[config.mk]
export PLATFORM = sky130hd
export DESIGN_NAME = pulse_train_generator
export DESIGN_NICKNAME = d
export VERILOG_FILES = /design/src/rtl/pulse_train_pkg.sv /design/src/rtl/pulse_train_generator.sv
export SDC_FILE = /design/constraint.sdc
export NUM_CORES = 1
export LEC_CHECK = 0
export CAP_MARGIN = 20
export CORE_UTILIZATION = 52
export CTS_CLUSTER_DIAMETER = 120
export DETAILED_ROUTE_END_ITERATION = 8
export PLACE_DENSITY = 0.72
export SETUP_SLACK_MARGIN = 0.15
export SLEW_MARGIN = 10
export SYNTH_ARGS = -nofsm -noshare
export SYNTH_HDL_FRONTEND = slang
export SYNTH_SLANG_ARGS = --single-unit
export TNS_END_PERCENT = 5
[constraint.sdc]
create_clock -name clk_in -period 1.59 [get_ports clk_in]
set_input_delay 0.318 -clock clk_in [delete_from_list [all_inputs] [get_ports clk_in]]
set_output_delay 0.318 -clock clk_in [all_outputs]
set_load 0.05 [all_outputs]
[src/rtl/pulse_train_pkg.sv]
// Shared types and sizing helpers for the pulse train generator.
package pulse_train_pkg;

    typedef enum logic [1:0] {
        IDLE = 2'd0,
        HIGH = 2'd1,
        GAP  = 2'd2
    } state_t;

    // Width of the shared phase down-counter; it must hold the longer phase.
    function automatic int cnt_width(input int high_cycles, input int gap_cycles);
        int longest;
        longest = (high_cycles > gap_cycles) ? high_cycles : gap_cycles;
        return $clog2(longest + 1);
    endfunction

endpackage

[src/rtl/pulse_train_generator.sv]
// Turns single-cycle event strobes into HIGH_CYCLES-long level windows separated
// by GAP_CYCLES low gaps, replaying queued events. PULSE_TRAIN_DONE_EN adds done_out.
module pulse_train_generator
    import pulse_train_pkg::*;
#(
    parameter int HIGH_CYCLES = 4,
    parameter int GAP_CYCLES  = 2,
    parameter int MAX_PENDING = 7
) (
    input  logic                               clk_in,
    input  logic                               rst_in,
    input  logic                               pulse_in,
    output logic                               level_out,
    output logic                               busy_out,
    output logic [$clog2(MAX_PENDING+1)-1:0]   pending_out,
`ifdef PULSE_TRAIN_DONE_EN
    output logic                               done_out,
`endif
    output logic                               overflow_out
);

    localparam int CW = cnt_width(HIGH_CYCLES, GAP_CYCLES);
    localparam int PW = $clog2(MAX_PENDING + 1);
    localparam logic [CW-1:0] HIGH_LOAD = CW'(HIGH_CYCLES - 1);
    localparam logic [CW-1:0] GAP_LOAD  = CW'(GAP_CYCLES - 1);
    localparam logic [PW-1:0] PEND_MAX  = PW'(MAX_PENDING);

    state_t          state_reg, state_next;
    logic [CW-1:0]   cnt_reg, cnt_next;
    logic [PW-1:0]   pend_reg, pend_next;
    logic            ovf_reg, ovf_next;
    logic            level_reg, busy_reg;
    logic            phase_last;

    assign phase_last = (cnt_reg == '0);

    always_comb begin
        state_next = state_reg;
        cnt_next   = cnt_reg;
        pend_next  = pend_reg;
        ovf_next   = ovf_reg;
        case (state_reg)
            IDLE: begin
                if (pulse_in) begin
                    state_next = HIGH;
                    cnt_next   = HIGH_LOAD;
                end
            end
            HIGH: begin
                if (phase_last) begin
                    state_next = GAP;
                    cnt_next   = GAP_LOAD;
                end else begin
                    cnt_next = cnt_reg - 1'b1;
                end
                if (pulse_in) begin
                    if (pend_reg == PEND_MAX) ovf_next  = 1'b1;
                    else                      pend_next = pend_reg + 1'b1;
                end
            end
            GAP: begin
                if (phase_last) begin
                    // A pulse on the final gap cycle is served immediately, so it
                    // never touches the queue; otherwise one queued event is popped.
                    if (pulse_in || pend_reg != '0) begin
                        state_next = HIGH;
                        cnt_next   = HIGH_LOAD;
                        if (!pulse_in) pend_next = pend_reg - 1'b1;
                    end else begin
                        state_next = IDLE;
                    end
                end else begin
                    cnt_next = cnt_reg - 1'b1;
                    if (pulse_in) begin
                        if (pend_reg == PEND_MAX) ovf_next  = 1'b1;
                        else                      pend_next = pend_reg + 1'b1;
                    end
                end
            end
            default: begin
                state_next = IDLE;
                cnt_next   = '0;
            end
        endcase
    end

    always_ff @(posedge clk_in) begin
        if (rst_in) begin
            state_reg <= IDLE;
            cnt_reg   <= '0;
            pend_reg  <= '0;
            ovf_reg   <= 1'b0;
            level_reg <= 1'b0;
            busy_reg  <= 1'b0;
        end else begin
            state_reg <= state_next;
            cnt_reg   <= cnt_next;
            pend_reg  <= pend_next;
            ovf_reg   <= ovf_next;
            level_reg <= (state_next == HIGH);
            busy_reg  <= (state_next != IDLE);
        end
    end

    assign level_out    = level_reg;
    assign busy_out     = busy_reg;
    assign pending_out  = pend_reg;
    assign overflow_out = ovf_reg;

`ifdef PULSE_TRAIN_DONE_EN
    logic done_reg;

    always_ff @(posedge clk_in) begin
        if (rst_in) done_reg <= 1'b0;
        else        done_reg <= (state_reg == GAP) && phase_last;
    end

    assign done_out = done_reg;
`endif

endmodule

After elaboration in Yosys (flattened, before gate mapping)
Cells that the tools add are included.

Register bits after elaboration: 11. Input bits: 3. Output and inout bits: 6. Word-level logic and storage cells: 46.

$add $sub $neg: 3. Equal/unequal tests: 8. Muxes and demuxes: 20. Reductions and logical operators: 9.

Operators with widths (number): 3-bit 2-to-1 mux (9); 3-bit one-hot mux with 3 select lines (1); 2-bit 2-to-1 mux (3); 3-bit != test, second input constant (2); 2-bit one-hot mux with 3 select lines (1); 3-bit one-hot mux with 2 select lines (1); 3-bit by 1-bit subtractor with 3-bit output, second input constant (2); 2-bit by 1-bit equality test with 1-bit output, second input constant (2); 1-bit 2-to-1 mux (4); 2-bit != test, second input constant (2); 2-bit AND reduction (2); 2-bit nonzero test (2); 3-bit by 1-bit adder with 3-bit output, second input constant (1); 3-bit equality test, second input constant (1); 3-bit logical NOT (1); 3-bit AND reduction (1); 3-bit nonzero test (1); 2-bit equality test, second input constant (1); 2-bit logical NOT (1); 1-bit one-hot mux with 2 select lines (1); 1-bit logical OR (1).

Depth between registers and ports, before layout
Depth in word-level cells: 6. Gate-level depth with buffers: 6. Depth with buffers taken out: 6.

Least setup slack after synthesis
OpenSTA, ideal clock, no wires.

Path type: reg-to-reg. From: reg pend_reg[0] (netlist: pending_out[0]). To: reg cnt_reg[1]. Library setup time: 71 ps. Arrival: 1630 ps. Data required time: 1519 ps. Slack: -111 ps. Stages on the path, launching flop included: 7. Path buffers: 0. Period minus slack after synthesis: 1701 ps. Path through: dfxtp_1 -> inv_1 -> ha_1 -> nand2b_1 -> o21ai_0 -> a221o_1 -> a21oi_1.

Cells in the longest elaborated chain, start to end: 4.

RTL lines: from (decl) (line pulse_train_generator.sv:30) `logic [PW-1:0] pend_reg, pend_next;`; from (signal assigned) (line pulse_train_generator.sv:98) `pend_reg <= pend_next;`; 3-bit nonzero test (line pulse_train_generator.sv:65) `if (pulse_in || pend_reg != '0) begin`; 1-bit logical OR (line pulse_train_generator.sv:65); 3-bit != test (no line); 2-bit AND reduction (no line); to (signal assigned) (line pulse_train_generator.sv:97) `cnt_reg <= cnt_next;`; to (decl) (line pulse_train_generator.sv:29) `logic [CW-1:0] cnt_reg, cnt_next;`.

No other way between the ends. A chain may end at the register's enable or synchronous reset.

Worst setup path after layout
From: reg pend_reg[0] (netlist: pending_out[0]). To: reg pend_reg[1] (netlist: pending_out[1]).

Cells in the longest elaborated chain, start to end: 5. Elaborated cells on any way between the ends: 13. Those cells by class: add/sub (2); eq/ne (2); mux (6); reduce/logical (3).

RTL lines: 3-bit by 1-bit adder with 3-bit output (tied with other cells) (line pulse_train_generator.sv:58, pulse_train_generator.sv:76); 3-bit 2-to-1 mux, on equally long branches (line pulse_train_generator.sv:57, pulse_train_generator.sv:75, pulse_train_generator.sv:68); 3-bit 2-to-1 mux, on equally long branches (line pulse_train_generator.sv:74, pulse_train_generator.sv:65); 3-bit 2-to-1 mux (line pulse_train_generator.sv:62) `if (phase_last) begin`; 3-bit one-hot mux with 2 select lines (line pulse_train_generator.sv:42) `case (state_reg)`.

Parallel ways exist; a longest one is shown, timed or not. The select of a mux whose other input is x is not followed.

==> reports/results.ini <==
[run_status]
status=completed

[worst_setup_path]
r2r_cells=6
crit_path_top_delay_cell=dfxtp_4
rrSetupSlack_ns=0.19
reg2reg_to=pending_out[1]
path_delay_family=simple AND/OR/NAND/NOR gates
rr_startpoint=pending_out[0]
endpoint=pending_out[1]
start_kind=flop
cp.required_ns=1.77
critPathArrivalTime_ns=1.58
setup.worst_path.start=pending_out[0]
cp_cell_sequence=inv_1 > ha_2 > nand2b_4 > and3_4 > mux2_4 > nor3_2
worst-path-stages=6
path_class=reg2reg
cp-end-kind=flop
worst_path_largest_cell_delay_ns=0.36
cp_max_fo=5
critPathBufInv=1

[sta]
setup_viol_count_final=0
period_share_pct=88.05
rsz0062_at_grt=true
fin_skew_ns=0.002383
hold_violations=0
slew_headroom_pct=77.28
period_needed_ns=1.400
max_freq_mhz=714.3
drv_slew=0
layout_setup_ws_ns=0.1900
tightest_slew_ns=0.3393

[clock_network]
cts-root-buf=clkbuf_4
clkLatencyLatePin_ns=0.26
clkTransAtPathRegs_ns=0.08
postCtsHoldBufs=0
numCtsBuffers=3
htreeDepth=1
clock_sinks=11
max-clock-path-buffers=2
cts_tree=done
cts_setup_buffers=0

[die]
design.die.area_um2=1483
coreArea_um2=1171
die_h_um=38.51
start_util_pct=59.19
rows=12
io_pins=9
die_w_um=38.51

[final_layout]
finalNetCount=93
post_layout_nonfiller_instances=100
num_antenna_cells=0
finalCoreUtilization_pct=72.97
layout-drive-gt1-share_pct=40.70
final_area_um2=854.6
n_fill_cell=88
area_growth_pct=23.29

[pwr]
p_leak_nw=0.3382
report.power.total_w=0.0009944
irDropWorstVdd_uv=724.9
pwr_density_cell_nw_per_um2=1164

[global_route]
grt_use_met3_pct=3.488
antenna_found_initial=0
grt_pass1_wl_um=2221
top_usage_layer=met1
grt_max_degree=10
grt_pass1_vias=489
gr-usage-all-layers_pct=21.93
grtUsageMet1_pct=33.33
gr-usage-met2_pct=30.42
grt_overflow=0

[routing]
drt-wirelength-per-cell_um=13.23
drtIter0Drc=17
drc=0
viasPerCell=5.750
vias=575
first_pass_iters=4
antenna_left=0
wl_um=1323

[synth]
synth_cell_types=36
synth_xor_area_share_pct=4.874
yosysWarnings=0
ys_seq_area_share_pct=31.77
synth_cells=75
muxShareOfSynthArea_pct=1.625
synth.top_cell.area_share_pct=31.77
synthSimpleGateAreaFrac_pct=22.74
yosysTopAreaCell=dfxtp_1
synth_edf_count=0
synth_area_um2=693.2
synth_top_family_by_area=compound AO/OA/AOI/OAI gates
synth_area_leaders=dfxtp_1, ha_1, nor2_1
synth_commonest_cells=dfxtp_1, nor2_1, inv_1, a21oi_1, nand3_1
synth_fa_ha_area_share_pct=5.415
synth_flop_cell=dfxtp_1
async_flop_share_pct=0
synth-compound-area-share_pct=25.09
synth_area_per_cell_um2=9.242
synthesis.nets=81
ys_ff_latch=11
synth_most_common_cell=dfxtp_1

[placement]
pre_cts_slack_ns=-0.08773
port_buffers=8
placed_cell_area_um2=794.5
place_inst=96
routabilityCongestion=0.7650
dpl.hpwl_um=989

[job]
drv_cap=0

[worst_hold_path]
hold_path_class=in2reg

routing by layer:
| layer | vias up | wire, um |
|---|---|---|
| met3 | 2 | 43 |
| met5 | - | 0 |
| met4 | 0 | 16 |
| met2 | 8 | 582 |
| met1 | 270 | 682 |
| li1 | 295 | - |
tightest hold or removal path: cells and delay by family:
family | cells | cell delay, ns
compound gates | 1 | 0.13
buf+inv | 1 | 0.14
simple gates | 1 | 0.07
logic make-up after synthesis:
family | Yosys count
AO/OA/AOI/OAI | 21
adder cells (fa/ha/maj) | 3
multiplexers | 1
XOR/XNOR | 3
flip-flops | 11
buffers and inverters | 11
AND/OR/NAND/NOR | 25
placed cells by master (no fill, tap or decap), types with 3 or more instances in the layout:
cell	count
inv_1	5
nor2_1	9
dfxtp_4	3
a21oi_1	4
dfxtp_2	5
buf_4	10
nand3_1	4
nor3_2	3
dfxtp_1	3
clkbuf_4	3
worst min-delay path by stage:
stage | from | endpoint | slack, ns | depth (start not counted)
after CTS | overflow_out | overflow_out | 0.49 | 2
after global routing | pulse_in | overflow_out | 0.45 | 3
after global placement | overflow_out | overflow_out | 0.47 | 2
final | pulse_in | overflow_out | 0.43 | 3
after floorplan | cnt_reg[2] | cnt_reg[2] | 0.54 | 1
after detailed placement | overflow_out | overflow_out | 0.47 | 2
cell type report:
class | instances | area (um2) | area share (%)
clock buffers | 3 | 22.52 | 2.635
repair buffers | 13 | 117.6 | 13.76
inverters | 5 | 18.77 | 2.196
clock inverters | 1 | 5.005 | 0.5857
multi-input cells | 53 | 435.4 | 50.95
flip-flops and latches | 11 | 237.7 | 27.82
well taps | 14 | 17.52 | 2.050
through the flow:
step,TNS [ns],hold slack (ns)
6_report,0,0.4284
5_1_grt,0,0.4484
4_1_cts,0,0.4851
3_5_place_dp,-0.1782,0.4664
3_3_place_gp,-0.1402,0.4654
2_1_floorplan,0,0.5430
repair_timing:
item                                    4_1_cts  5_1_grt
pin swaps                                     1        4
endpoints found under the setup margin        1        5
gates resized for setup                       2       10
power by group:
| part | leakage, nW | switching, W | internal, W |
|---|---|---|---|
| registers | 0.0944 | 0.0000631 | 0.000324 |
| clock network | 0.0177 | 0.0000981 | 0.0000928 |
| logic | 0.226 | 0.000235 | 0.000182 |
| total | 0.338 | 0.000396 | 0.000598 |
Note: power is estimated with default switching activity, not from simulation.
